<file path="src/rtl/pwm_pkg.sv">
// Shared types and helpers for the PWM duty scheduler.
// Latency: n/a (package only).
// Backpressure: n/a (package only).
package pwm_pkg;

  localparam int unsigned PWM_PERIOD_DEFAULT = 2_000_000;
  localparam int unsigned NUM_REQ            = 4;
  localparam int unsigned DUTY_W             = 2;

  typedef enum logic [1:0] {
    ST_IDLE      = 2'd0,
    ST_WAIT_EDGE = 2'd1,
    ST_HOLD      = 2'd2
  } sched_state_e;

  // First requester at or after ptr, wrapping 3->0; returns ptr when nothing is pending.
  function automatic logic [1:0] rr_pick(input logic [3:0] req, input logic [1:0] ptr);
    logic [1:0] idx;
    logic [1:0] sel;
    sel = ptr;
    // Walk from the farthest candidate to the nearest so the nearest wins.
    for (int k = 3; k >= 0; k--) begin
      idx = ptr + 2'(k);
      if (req[idx]) sel = idx;
    end
    return sel;
  endfunction

  // Extracts requester idx's duty code from the packed duty bus.
  function automatic logic [1:0] duty_code(input logic [7:0] req_duty, input logic [1:0] idx);
    return req_duty[{idx, 1'b0} +: 2];
  endfunction

endpackage

</file>
<file path="src/rtl/pwm_duty_sched_if.sv">
// Requester / PWM-side signal bundle of the duty scheduler.
// Latency: n/a (wires only).
// Backpressure: req is held by the requester until its ack pulse.
interface pwm_duty_sched_if;
  import pwm_pkg::*;

  logic [NUM_REQ-1:0]        req;
  logic [NUM_REQ*DUTY_W-1:0] req_duty;
  logic [NUM_REQ-1:0]        ack;
  logic [DUTY_W-1:0]         duty_o;
  logic [1:0]                grant_id;
  logic                      busy;
  logic                      period_tick;

  modport master (
    output req, req_duty,
    input  ack, duty_o, grant_id, busy, period_tick
  );

  modport slave (
    input  req, req_duty,
    output ack, duty_o, grant_id, busy, period_tick
  );

endinterface

</file>
<file path="src/rtl/pwm_period_timer.sv">
// Free-running period counter 0..PERIOD-1 with a one-cycle tick on the last count.
// Latency: tick is registered and coincides with the counter holding PERIOD-1.
// Backpressure: none; runs every cycle outside reset.
module pwm_period_timer
  import pwm_pkg::*;
#(
  parameter int unsigned PERIOD = PWM_PERIOD_DEFAULT
) (
  input  logic clk,
  input  logic rst,
  output logic tick
);

  localparam int unsigned  CW   = (PERIOD > 1) ? $clog2(PERIOD) : 1;
  localparam logic [CW-1:0] LAST = CW'(PERIOD - 1);

  logic [CW-1:0] cnt_q, cnt_d;
  logic          tick_q, tick_d;

  // Next count wraps after LAST; tick is precomputed so it lines up with cnt_q == LAST.
  always_comb begin
    cnt_d  = (cnt_q == LAST) ? '0 : cnt_q + CW'(1);
    tick_d = (cnt_d == LAST);
  end

  // Counter and tick registers, cleared by reset so the PWM generator stays aligned.
  always_ff @(posedge clk) begin
    if (rst) begin
      cnt_q  <= '0;
      tick_q <= 1'b0;
    end else begin
      cnt_q  <= cnt_d;
      tick_q <= tick_d;
    end
  end

  assign tick = tick_q;

endmodule

</file>
<file path="src/rtl/pwm_duty_sched.sv">
// Round-robin duty scheduler: grants one requester, applies its duty on a period boundary, holds it.
// Latency: grant 1 cycle after req; duty/ack 1 cycle after the next period_tick following the grant.
// Backpressure: requests wait while busy; a requester dropping req before application is abandoned.
module pwm_duty_sched
  import pwm_pkg::*;
#(
  parameter int unsigned PERIOD       = PWM_PERIOD_DEFAULT,
  parameter int unsigned HOLD_PERIODS = 4
) (
  input logic             clk,
  input logic             rst,
  pwm_duty_sched_if.slave bus
);

  localparam logic [7:0] HOLD_LOAD = 8'(HOLD_PERIODS - 1);

  sched_state_e       state_q, state_d;
  logic [1:0]         grant_id_q, grant_id_d;
  logic [1:0]         duty_lat_q, duty_lat_d;
  logic [1:0]         duty_q, duty_d;
  logic [NUM_REQ-1:0] ack_q, ack_d;
  logic [7:0]         hold_cnt_q, hold_cnt_d;
  logic [1:0]         rr_ptr_q, rr_ptr_d;
  logic               busy_q, busy_d;

  logic               tick;
  logic [1:0]         pick;

  pwm_period_timer #(.PERIOD(PERIOD)) u_timer (
    .clk  (clk),
    .rst  (rst),
    .tick (tick)
  );

  assign pick = rr_pick(bus.req, rr_ptr_q);

  // Next-state logic: grant in IDLE, apply on the period boundary, hold for HOLD_PERIODS ticks.
  always_comb begin
    state_d    = state_q;
    grant_id_d = grant_id_q;
    duty_lat_d = duty_lat_q;
    duty_d     = duty_q;
    ack_d      = '0;
    hold_cnt_d = hold_cnt_q;
    rr_ptr_d   = rr_ptr_q;

    case (state_q)
      ST_IDLE: begin
        // The grant only latches here; application waits for a tick seen in WAIT_EDGE.
        if (|bus.req) begin
          grant_id_d = pick;
          duty_lat_d = duty_code(bus.req_duty, pick);
          state_d    = ST_WAIT_EDGE;
        end
      end
      ST_WAIT_EDGE: begin
        // Withdrawal takes priority over a coincident tick; rr_ptr stays put.
        if (!bus.req[grant_id_q]) begin
          state_d = ST_IDLE;
        end else if (tick) begin
          duty_d     = duty_lat_q;
          ack_d      = 4'b0001 << grant_id_q;
          hold_cnt_d = HOLD_LOAD;
          state_d    = ST_HOLD;
        end
      end
      ST_HOLD: begin
        if (tick) begin
          if (hold_cnt_q == 8'd0) begin
            rr_ptr_d = grant_id_q + 2'd1;
            state_d  = ST_IDLE;
          end else begin
            hold_cnt_d = hold_cnt_q - 8'd1;
          end
        end
      end
      default: state_d = ST_IDLE;
    endcase

    busy_d = (state_d != ST_IDLE);
  end

  // Scheduler registers; reset abandons any grant in flight.
  always_ff @(posedge clk) begin
    if (rst) begin
      state_q    <= ST_IDLE;
      grant_id_q <= 2'd0;
      duty_lat_q <= 2'd0;
      duty_q     <= 2'd0;
      ack_q      <= '0;
      hold_cnt_q <= 8'd0;
      rr_ptr_q   <= 2'd0;
      busy_q     <= 1'b0;
    end else begin
      state_q    <= state_d;
      grant_id_q <= grant_id_d;
      duty_lat_q <= duty_lat_d;
      duty_q     <= duty_d;
      ack_q      <= ack_d;
      hold_cnt_q <= hold_cnt_d;
      rr_ptr_q   <= rr_ptr_d;
      busy_q     <= busy_d;
    end
  end

  assign bus.ack         = ack_q;
  assign bus.duty_o      = duty_q;
  assign bus.grant_id    = grant_id_q;
  assign bus.busy        = busy_q;
  assign bus.period_tick = tick;

endmodule

</file>
<file path="src/flat_wrapper.sv">
// flat-port wrapper written by rule: the top's interface ports become plain ports
module pwm_duty_sched_flat import pwm_pkg::*;
#(
  parameter int unsigned PERIOD       = PWM_PERIOD_DEFAULT,
  parameter int unsigned HOLD_PERIODS = 4
)
  (clk, rst, bus_req, bus_req_duty, bus_ack, bus_duty_o, bus_grant_id, bus_busy, bus_period_tick);
  pwm_duty_sched_if bus_i ();
  input logic clk;
  input logic rst;
  input wire logic [$bits(bus_i.req)-1:0] bus_req;
  input wire logic [$bits(bus_i.req_duty)-1:0] bus_req_duty;
  output wire logic [$bits(bus_i.ack)-1:0] bus_ack;
  output wire logic [$bits(bus_i.duty_o)-1:0] bus_duty_o;
  output wire logic [$bits(bus_i.grant_id)-1:0] bus_grant_id;
  output wire logic [$bits(bus_i.busy)-1:0] bus_busy;
  output wire logic [$bits(bus_i.period_tick)-1:0] bus_period_tick;
  assign bus_i.req = bus_req;
  assign bus_i.req_duty = bus_req_duty;
  assign bus_ack = bus_i.ack;
  assign bus_duty_o = bus_i.duty_o;
  assign bus_grant_id = bus_i.grant_id;
  assign bus_busy = bus_i.busy;
  assign bus_period_tick = bus_i.period_tick;
  pwm_duty_sched #(.PERIOD(PERIOD), .HOLD_PERIODS(HOLD_PERIODS)) u_core (.clk(clk), .rst(rst), .bus(bus_i));
endmodule
</file>
<file path="config.mk">
export PLATFORM = sky130hd
export DESIGN_NAME = pwm_duty_sched_flat
export DESIGN_NICKNAME = d
export VERILOG_FILES = /design/src/rtl/pwm_pkg.sv /design/src/rtl/pwm_duty_sched_if.sv /design/src/rtl/pwm_period_timer.sv /design/src/rtl/pwm_duty_sched.sv /design/src/flat_wrapper.sv
export SDC_FILE = /design/constraint.sdc
export NUM_CORES = 1
export LEC_CHECK = 0
export CORE_UTILIZATION = 40
export DETAILED_ROUTE_END_ITERATION = 8
export DONT_BUFFER_PORTS = 1
export MAX_ROUTING_LAYER = met4
export SLEW_MARGIN = 20
export SYNTH_ARGS = -nofsm -noshare
export SYNTH_HDL_FRONTEND = slang
export SYNTH_SLANG_ARGS = --single-unit
export TNS_END_PERCENT = 5
</file>
<file path="constraint.sdc">
create_clock -name clk -period 2.2 [get_ports clk]
set_clock_uncertainty 0.05 [all_clocks]
set_input_delay 0.22 -clock clk [delete_from_list [all_inputs] [get_ports clk]]
set_output_delay 0.22 -clock clk [all_outputs]
set_load 0.05 [all_outputs]
</file>
==> metrics.md <==
| Metric | Value |
|---|---|
| CTS Sinks | `45` |
| Reg2reg start | `u_core.u_timer.cnt_q[0]` |
| Crit end category | `flop` |
| Ant diodes | `0` |
| Worst reg2reg path depth | `7` |
| Routability Congestion | `around 0.8` |
| Layout area overhead | `10.7%` |
| Post-layout min period | `~2100 ps` |
| # rows | `26` |
| Global-route wire length before repair | `7.31 mm` |
| Worst r2r dst | `u_core.u_timer.tick` |
| Htree depth | `2` |
| CTS tree | `done` |
| DR vias | `1,751` |
| EDFF count, synth | `0` |
| Nets@finish | `274` |
| Clock latency on the worst-skew pair | `300 ps` |
| Pin count of the biggest net entering global routing | `18` |
| Antenna violations before repair | `0` |
| CP max-delay cell | `dfxtp_1` |
| Share of the synthesized area in the top cell type | `0.403` |
| DR DRC count | `0` |
| Clk slew on worst S/H paths | `90 ps` |
| Cells after Synth | `251` |
| Top cells by area, synth | `dfxtp_1, nor2_1, xor2_1` |
| Worst slew pin tran | `678 ps` |
| R2R setup slack | `100 ps` |
| CTS Root Cell | `clkbuf_8` |
| Total grt overflow | `0` |
| Tot Pwr | `1570 uW` |
| WHS Endpoint | `u_core.duty_lat_q[0]` |
| Share of cells above drive strength 1 | `0.112` |
| Synth cell types | `48` |
| Initial DRC count | `between 40 and 50` |
| Yosys reg bits | `45` |
| Startpoint types | `flop` |
| Crit share post-route | `0.952` |
| Net Count, Synth | `267` |
| Pre-CTS worst setup slack | `112 ps` |
| IO Port Bufs | `0` |
| Final setup viols | `0` |
| Clk buf depth | `2` |
| CP peak stage delay | `390 ps` |
| Worst min-delay path startpoint | `bus_req_duty[2]` |
| CP max FO | `9` |
| Width of the die | `76.8 um` |
| Hold_ws | `89.6 ps` |
| IO Pins | `24` |
| Vias in the first global route | `1,640` |
| Ys async rst share | `0` |
| GRT Util Overall | `0.160` |
| Most instantiated cells after synthesis | `dfxtp_1, nor2_1, xor2_1` |
| Final slew viol count | `0` |
| Count leader, synth | `dfxtp_1` |
| CTS Buf Count | `5` |
| Outcome | `completed` |
| Crit-path cells | `ha_1 > nand4_2 > nor3_4 > nand2_1 > mux2_2 > o22a_1 > nor4_2` |
| Worst endpoint required time | `2370 ps` |
| Hold crit path type | `in2reg` |
| Drt wl/cell | `12.9 um` |
| Maximum vdd ir drop | `326 uV` |
| Die H | `76.8 um` |
| Crit Path Category | `reg2reg` |
| Initial Util | `0.427` |
| Critical Path AT | `about 2300 ps` |
| Worst hold path cell count | `2` |
| Synthesized area | `2240 um2` |
| Final number of hold-violating endpoints | `0` |
| Final WL | `4.25 mm` |
| Worst rel slew slack | `0.546` |
| Max-cap violations | `0` |
| CP delay by family, top | `simple AND/OR/NAND/NOR gates` |
| Worst Path Buf+Inv | `0` |
| Main flop type after synthesis | `dfxtp_1` |
| Die area | `5890 um2` |
| Syn Area/Cell | `between 8 and 9 um2` |
| YS warnings | `0` |
| Fin worst setup slack | `105 ps` |
| Setup_tns | `0 ps` |
| Core area | `5240 um2` |
| DPL Wire Length | `3.13 mm` |
| Postcts setup bufs | `0` |
| Register area share after synthesis | `0.403` |
| Highest clock rate | `between 400 and 500 MHz` |
| Lkg Pwr | `around 0.00091 uW` |
| Drt first pass iters | `4` |
| Post-DRT Antenna Nets | `0` |
| Via/cell ratio | `5.32` |
| Yosys top cell by area | `dfxtp_1` |
| Pwr dens | `633 nW/um2` |
## kinds of logic (layout without fill, tap and decap cells)
kind of cell	after synthesis	count (layout)	synth area share
buffers and inverters	17	25	0.0291
flip-flops	45	45	0.403
XOR/XNOR	25	25	0.0979
adder cells (fa/ha/maj)	2	2	0.0112
multiplexers	12	12	0.0599
AND/OR/NAND/NOR	120	120	0.303
AO/OA/AOI/OAI	30	30	0.0957
## routing by layer
| metal | GRT usage | wire (um) | up-vias |
|---|---|---|---|
| met5 | - | 0 | - |
| met4 | 0.0731 | 71 | 0 |
| met3 | 0.0381 | 178 | 9 |
| met2 | 0.261 | 1990 | 36 |
| met1 | 0.185 | 2010 | 796 |
| li1 | - | - | 910 |
## worst max-delay path by stage
stage	from	to	slack (ps)	cells past startpoint
global placement	u_core.u_timer.cnt_q[0]	u_core.u_timer.tick	180	7
floorplan	u_core.bus.grant_id[0]	u_core.bus.busy	150	4
CTS	u_core.u_timer.cnt_q[0]	u_core.u_timer.tick	80	7
finish	u_core.u_timer.cnt_q[0]	u_core.u_timer.tick	100	7
global route	u_core.u_timer.cnt_q[0]	u_core.u_timer.tick	-10	7
detailed placement	u_core.u_timer.cnt_q[0]	u_core.u_timer.tick	110	7
## worst register-to-register path: cells and delay by family, from the launching register on
kind | cells | cell delay (ps)
AND/OR/NAND/NOR | 4 | 820
flip-flops | 1 | 390
adder cells (fa/ha/maj) | 1 | 270
AO/OA/AOI/OAI | 1 | 200
multiplexers | 1 | 290
## per-stage QoR
step / util / area [um2] / std cells
5_1_grt: 0.473 / 2480 / 329
3_3_place_gp: 0.448 / 2340 / 320
3_5_place_dp: 0.448 / 2340 / 320
4_1_cts: 0.472 / 2470 / 329
6_report: 0.473 / 2480 / 329
2_1_floorplan: - / 2240 / 251
## registers in the layout, summed over array words and instances, names as in the netlist
name and count:
u_core.hold_cnt_q 8, u_core.u_timer.cnt_q 21, u_core.bus.duty_o 2, u_core.rr_ptr_q 2
u_core.bus.ack 4, u_core.u_timer.tick 1, u_core.duty_lat_q 2, u_core.state_q 2
u_core.bus.grant_id 2, u_core.bus.busy 1
## area by class of cell
class	instances	area, um2
repair buffers	8	62.6
inverters	9	33.8
fillers	496	2760
multi-input cells	189	1280
clock inverters	3	46.3
clock buffers	5	68.8
well taps	70	87.6
flip-flops and latches	45	901
## layout by cell type (no fill, tap or decap), types with 6 or more instances in the layout
cell type	Yosys	final
dfxtp_1	45	45
nor2_1	39	39
xor2_1	15	15
nand2_1	13	13
nand3_1	11	11
mux2i_1	10	10
a21oi_1	10	10
xnor2_1	10	10
inv_1	9	9
nand2b_1	7	7
buf_4	0	7
and3_1	6	6
nand4_1	6	6
## timing repair
action / 4_1_cts / 5_1_grt
setup endpoints to repair: 0 / 1
hold endpoints to repair: 17 / 0
hold buffers: 1 / 0
resized for setup: 0 / 1
## where the power goes
group	internal [uW]	switching, uW	total (uW)
registers	828	18.1	847
clock network	340	285	625
logic	40.3	55.9	96.2
(Power assumes the default switching activity.)
